### src/rtl/fetch_pkg.sv
// Shared types and constants for the instruction fetch controller.
package fetch_pkg;

   typedef enum logic [1:0] {
      LOAD = 2'd0,
      RUN  = 2'd1,
      HALT = 2'd2
   } state_e;

   localparam int          DEPTH_DEF   = 64;
   localparam logic [31:0] HALT_OPCODE = 32'h0000_007F;

endpackage

### src/rtl/pc_next_sel.sv
// Next-PC priority mux for the RUN state: hlt > jump > stall > increment.
module pc_next_sel
   import fetch_pkg::*;
#(
   parameter int DEPTH = DEPTH_DEF
) (
   input  logic [31:0] pc,
   input  logic        hlt,
   input  logic        jump,
   input  logic        stall,
   input  logic [31:0] tgt,
   output logic [31:0] pc_nxt,
   output state_e      st_nxt,
   output logic        err_set,
   output logic        adv
);

   always_comb begin
      pc_nxt  = pc;
      st_nxt  = RUN;
      err_set = 1'b0;
      adv     = 1'b0;
      if (hlt) begin
         st_nxt = HALT;
      end else if (jump) begin
         if (tgt < 32'(DEPTH)) begin
            pc_nxt = tgt;
            adv    = 1'b1;
         end else begin
            err_set = 1'b1;
            st_nxt  = HALT;
         end
      end else if (!stall) begin
         // Running off the end of memory halts rather than wrapping to 0.
         if (pc == 32'(DEPTH - 1)) begin
            st_nxt = HALT;
         end else begin
            pc_nxt = pc + 32'd1;
            adv    = 1'b1;
         end
      end
   end

endmodule

### src/rtl/fetch_controller.sv
// Instruction fetch controller: loads a program into instruction memory, then sequences the PC.
// Optional macro FETCH_CNT_EN adds a saturating fetch_cnt output.
module fetch_controller
   import fetch_pkg::*;
#(
   parameter int DEPTH = DEPTH_DEF,
   parameter int AW    = 6
) (
   input  logic          clk,
   input  logic          rst_n,
   input  logic          ld_valid,
   output logic          ld_ready,
   input  logic [31:0]   ld_data,
   input  logic          ld_last,
   input  logic          restart,
   input  logic          hlt,
   input  logic          stall,
   input  logic          jump,
   input  logic [31:0]   next,
   output logic          mem_we,
   output logic [AW-1:0] mem_addr,
   output logic [31:0]   mem_wdata,
   output logic          fetch_valid,
   output logic [31:0]   PC,
   output logic [31:0]   nextPC,
   output logic [1:0]    state,
   output logic          err
`ifdef FETCH_CNT_EN
   ,
   output logic [31:0]   fetch_cnt
`endif
);

   state_e        st_q;
   logic [AW-1:0] ptr;
   logic [31:0]   pc_q;
   logic [31:0]   npc_q;
   logic          err_q;
   logic          fv_q;

   logic [31:0]   sel_pc;
   state_e        sel_st;
   logic          sel_err;
   logic          sel_adv;

   pc_next_sel #(.DEPTH(DEPTH)) u_sel (
      .pc      (pc_q),
      .hlt     (hlt),
      .jump    (jump),
      .stall   (stall),
      .tgt     (next),
      .pc_nxt  (sel_pc),
      .st_nxt  (sel_st),
      .err_set (sel_err),
      .adv     (sel_adv)
   );

   // Gating with rst_n keeps the loader handshake and write strobe dead while reset is held.
   assign ld_ready    = rst_n && (st_q == LOAD);
   assign mem_we      = ld_valid && ld_ready;
   assign mem_addr    = (st_q == LOAD) ? ptr : pc_q[AW-1:0];
   assign mem_wdata   = ld_data;
   assign fetch_valid = fv_q;
   assign PC          = pc_q;
   assign nextPC      = npc_q;
   assign state       = st_q;
   assign err         = err_q;

   always_ff @(posedge clk or negedge rst_n) begin
      if (!rst_n) begin
         st_q  <= LOAD;
         ptr   <= '0;
         pc_q  <= 32'd0;
         npc_q <= 32'd1;
         err_q <= 1'b0;
         fv_q  <= 1'b0;
      end else begin
         case (st_q)
            LOAD: begin
               if (mem_we) begin
                  // A full memory without ld_last is an overflow: flag it and run what we have.
                  if (ld_last || (ptr == AW'(DEPTH - 1))) begin
                     st_q  <= RUN;
                     fv_q  <= 1'b1;
                     pc_q  <= 32'd0;
                     npc_q <= 32'd1;
                     if (!ld_last) err_q <= 1'b1;
                  end
                  if (ptr != AW'(DEPTH - 1)) ptr <= ptr + AW'(1);
               end
            end
            RUN: begin
               st_q  <= sel_st;
               pc_q  <= sel_pc;
               npc_q <= sel_pc + 32'd1;
               fv_q  <= (sel_st == RUN);
               if (sel_err) err_q <= 1'b1;
            end
            HALT: begin
               if (restart) begin
                  st_q  <= LOAD;
                  ptr   <= '0;
                  err_q <= 1'b0;
               end
            end
            default: begin
               st_q <= LOAD;
               fv_q <= 1'b0;
            end
         endcase
      end
   end

`ifdef FETCH_CNT_EN
   always_ff @(posedge clk or negedge rst_n) begin
      if (!rst_n) begin
         fetch_cnt <= 32'd0;
      end else if (st_q == HALT && restart) begin
         fetch_cnt <= 32'd0;
      end else if (st_q == RUN && sel_adv && fetch_cnt != 32'hFFFF_FFFF) begin
         fetch_cnt <= fetch_cnt + 32'd1;
      end
   end
`endif

endmodule

### config.mk
export PLATFORM = sky130hd
export DESIGN_NAME = fetch_controller
export DESIGN_NICKNAME = d
export VERILOG_FILES = /design/src/rtl/fetch_pkg.sv /design/src/rtl/pc_next_sel.sv /design/src/rtl/fetch_controller.sv
export SDC_FILE = /design/constraint.sdc
export NUM_CORES = 1
export LEC_CHECK = 0
export BUFFER_PORTS_ARGS = -buffer_cell sky130_fd_sc_hd__buf_4
export CORE_ASPECT_RATIO = 1.25
export CORE_MARGIN = 2
export CORE_UTILIZATION = 46
export CTS_CLUSTER_DIAMETER = 80
export CTS_CLUSTER_SIZE = 40
export DETAILED_ROUTE_END_ITERATION = 6
export PLACE_DENSITY_LB_ADDON = 0.25
export SLEW_MARGIN = 20
export SYNTH_ARGS = -nofsm -noshare
export SYNTH_HDL_FRONTEND = slang
export SYNTH_HIERARCHICAL = 1
export SYNTH_SLANG_ARGS = --single-unit
### constraint.sdc
create_clock -name clk -period 8.3 [get_ports clk]
set_input_delay 0.83 -clock clk [delete_from_list [all_inputs] [get_ports clk]]
set_output_delay 0.83 -clock clk [all_outputs]
set_load 0.1 [all_outputs]
# Word-level counts from Yosys, hierarchy flattened
# Cells that the tools add are included.
# W data, S select, Z words.
# word_totals
ff_bits	74
latchBits	0
mem_bits_rw	0
romBits	0
in_bits	72
out_inout_bits	108
wordCells	72
mem_count	0
# classes
addsub	3
mul	0
n_div	0
n_lt_le_gt_ge	1
n_eq_ne	12
shift	0
n_mux	37
bitwise	1
reduce_logical	12
# op_table
operator	n
$mux W32	9
$pmux W32 S2	2
$add A32 B1 Y32 const B	2
$eq A32 B6 Y1 const B	1
$lt A32 B7 Y1 const B	1
$mux W6	4
$mux W2	8
$pmux W6 S2	1
$mux W1	10
$reduce_and A3 Y1	3
$ne A2 B2 Y1 const B	4
$add A6 B1 Y6 const B	1
$eq A6 B6 Y1 const B	1
$ne A6 B6 Y1 const B	1
$pmux W1 S3	2
$pmux W2 S3	1
$reduce_and A6 Y1	1
$eq A2 B1 Y1 const B	2
$ne A2 B1 Y1 const B	2
$reduce_and A4 Y1	1
$reduce_bool A2 Y1	2
$reduce_bool A3 Y1	1
$eq A2 B2 Y1 const B	1
$logic_and A1 B1 Y1	2
other kinds (3)	3

# Logic depth before layout (Yosys ltp)
# logic_depth
ltp_word	7
mapped_depth	13

# Hierarchy
# Netlist, hierarchy kept.
# modules_own_cells
module	instances	cells_per_inst	area_per_inst_um2
fetch_controller	1	327	3759.9
pc_next_sel	1	240	1346.3

# Least setup slack after synthesis
# OpenSTA, ideal clock, no wires.
# synth_path
path_kind	flip-flop to flip-flop
from	register pc_q[1], in the netlist PC[1]
to	register npc_q[30], in the netlist nextPC[30]
t_arrival_ns	3.940
path_slack_ns	4.239
stages_incl_launch_ff	13
n_path_buf	0
synth_period_minus_slack_ns	4.061
cell_sequence	dfrtp_1 -> ha_1 -> nand4_1 -> nor4_1 -> nand3_1 -> nor3_1 -> a21oi_1 -> o21ai_0 -> nand4_2 -> nor4_4 -> nand4_1 -> xnor2_1 -> a22o_1
# synth_via
elab_chain_len	7
word_cells_on_any_way	9
# synth_rtl
element	line	rtl
start, declared	fetch_controller.sv:36	logic [31:0] pc_q;
start signal, assigned	fetch_controller.sv:94	pc_q <= sel_pc;
$add A32 B1 Y32 / $eq A32 B6 Y1 (equally long branches)	pc_next_sel.sv:38, pc_next_sel.sv:35	
$mux W32 (*)	pc_next_sel.sv:35	if (pc == 32'(DEPTH - 1)) begin
$mux W32 (*)	pc_next_sel.sv:33	end else if (!stall) begin
$mux W32 (*)	pc_next_sel.sv:25	end else if (jump) begin
$mux W32 (*)	pc_next_sel.sv:23	if (hlt) begin
via sel_pc[12]	fetch_controller.sv:41	logic [31:0] sel_pc;
$add A32 B1 Y32 (*)	fetch_controller.sv:95	npc_q <= sel_pc + 32'd1;
$pmux W32 S2 (*)	fetch_controller.sv:78	case (st_q)
end signal, assigned	fetch_controller.sv:95	
end, declared	fetch_controller.sv:37	logic [31:0] npc_q;
# Mark *: on every way through the listed nets, which the timed path passes. The rest lies on a longest branch.
# A chain may end at the register's enable or synchronous reset.

# Final worst setup path
# layout_path
from	input jump
to	register npc_q[21], in the netlist nextPC[21]
# layout_via
elab_chain_len	4
# layout_rtl
element	line	rtl
start, declared	fetch_controller.sv:18	input logic jump,
$mux W32	pc_next_sel.sv:25	
$mux W32	pc_next_sel.sv:23	
via sel_pc[7]	fetch_controller.sv:41	
$add A32 B1 Y32	fetch_controller.sv:95	
$pmux W32 S2	fetch_controller.sv:78	
# The timed path passes the listed nets, and every way through them passes these cells.

==> impl_metrics.yaml <==
critical_path:
  crit_chain: "buf_4 -> clkinv_1 -> o21bai_1 -> buf_4 -> a31oi_1 -> o21ai_0 -> nand3_2 -> nor4_4 -> nand4_1 -> xnor2_1 -> a22o_1"
  worstPathArrival_ns: 4.45
  path_common_cell: "buf_4"
  reg2reg_to: "nextPC[30]"
  criticalPathCategory: "primary input to flop"
  max_stage_delay_ns: 0.61
  r2r_setup_slack_ns: 4.28
  reg2reg_depth: 12
  end_kind: "flop"
  reg2reg_from: "PC[0]"
  crit_path_end: "nextPC[21]"
  crit_required_ns: 8.53
  startpoint_type: "primary input"
  worstSetupStartpoint: "jump"
  crit_path_max_fanout: 27
  slowest_stage: "o21bai_1"
clock_network:
  cts.sinks: 74
  ctsHoldBuffers: 0
  cts_tree: "built"
  clock_latency_ns: 0.34
  clk_path_buf_depth: 2
  ctsHtreeMaxLevel: 3
  root_buffer: "clkbuf_16"
  clkTransAtPathRegs_ns: 0.06
  cts_resized: 0
  cts_made_buffers: 9
  cts_setup_buffers: 0
sta:
  tightest_slew_ns: 1.09
  max_freq_mhz: 237
  maxSlewViolCount: 0
  hold_viol_final: 0
  fin_skew_ns: 0.00736
  max_slew_margin_pct: 27.1
  post-route-period-util_pct: 50.9
  fin_tns_setup_ns: 0
  setup_violations: 0
  rsz0062_at_grt: "no"
  period_minus_slack_ns: 4.22
status:
  outcome: "completed"
floorplan:
  die_h_um: 122
  initial_core_util_pct: 46.5
  fp.dieW_um: 98.2
  core_area_mm2: 0.0110
  rows: 43
  num_io_pins: 180
  die-area_mm2: 0.0119
pwr:
  leakagePower_nw: 2.75
  ir_drop_mv: 0.259
  clock_power_share_pct: 28.1
  p_sw_mw: 0.642
  p_int_mw: 0.765
  switching_share_pct: 45.6
  p_total_mw: 1.41
  powerDensity_mw_per_mm2: 231
  p_comb_share_pct: 40.4
  p_seq_share_pct: 31.5
place:
  place_hpwl_um: 10300
  gp_congestion: 0.945
  portBuffers: 115
run:
  cap_violations: 0
synth:
  postSynthCellCount: 565
  syn-num-nets: 640
  synth_warnings: 6
  synth.avg_cell_area_um2: 9.02
  syn_area_mm2: 0.00510
drt:
  via_per_inst: 6.22
  wl_per_cell_um: 18.5
  ant_nets: 0
  drtIter0Drc: 223
  finalWirelength_um: 14300
  vias: 4819
  drc: 0
  firstDrtPassIters: 7
grt:
  grt_max_degree: 67
  antenna_found_initial: 0
  grt_pass1_vias: 4570
  grt_pass1_wl_um: 23000
  gr-usage-all-layers_pct: 23.9
  grt_overflow: 0
layout:
  syn_to_final_growth_pct: 19.6
  drive_above_1_share_pct: 26.9
  finalNetCount: 710
  layout_commonest_cell: "buf_4"
  layout_common_cells: "buf_4, dfrtp_1, a22o_1, nand2_1, nor2_1"
  n_antenna_cell: 0
hold_path:
  worst_hold_path_type: "primary input to async pin"
## flip-flops by register name, summed over array words and instances (netlist names)
| register | cells |
|---|---|
| PC | 32 |
| nextPC | 32 |
| ptr | 6 |
| state | 2 |
| err | 1 |
| fetch_valid | 1 |
## power groups by stage
stage / logic (mW) / registers, mW / clock network (mW)
after floorplan: 0.383 / 0.572 / 0
after global placement: 0.563 / 0.448 / 0
after detailed placement: 0.568 / 0.449 / 0
after CTS: 0.569 / 0.444 / 0.400
after global routing: 0.598 / 0.450 / 0.418
final: 0.568 / 0.444 / 0.395
## area by class of cell
type,count,area [um2]
well taps,135,169
multi-input cells,415,2830
clock buffers,11,243
repair buffers,119,893
inverters,16,60.1
fillers,1003,4880
flip-flops and latches,74,1850
clock inverters,5,53.8
## metrics by stage
stage / instance area [um2] / instances / hold slack [ns] / utilization, % / worst slack (ns)
2_1_floorplan: 5100 / 565 / 0.518 / - / 4.24
3_3_place_gp: 5800 / 759 / 0.484 / 52.9 / 3.85
3_5_place_dp: 5800 / 759 / 0.490 / 52.9 / 3.80
4_1_cts: 6100 / 775 / 0.335 / 55.6 / 4.14
5_1_grt: 6100 / 775 / 0.337 / 55.6 / 3.88
6_report: 6100 / 775 / 0.340 / 55.6 / 4.08
## critical path, delay by kind of cell
family / cells / cell delay, ns
xor gates and xnor gates: 1 / 0.18
buffers and inverters: 3 / 0.93
and+or+nand+nor: 3 / 1.11
AOI/OAI and AO/OA: 4 / 1.40
## metal layers
layer / track usage [%] / wire length, um / part of all wire (%)
met1: 29.2 / 5900 / 41
met3: 6.48 / 890 / 6.2
met5: 0 / 0 / 0
met2: 40.2 / 7090 / 50
met4: 9.76 / 428 / 3.0
## how the worst min path moves through the flow
stage	slack, ns	depth (start not counted)	end
after floorplan	0.52	1	ptr[0]
after global placement	0.48	1	nextPC[13]
after detailed placement	0.49	1	nextPC[13]
after CTS	0.33	1	err
after global routing	0.34	1	err
final	0.34	1	err
Power figures use the tool's default switching activity.
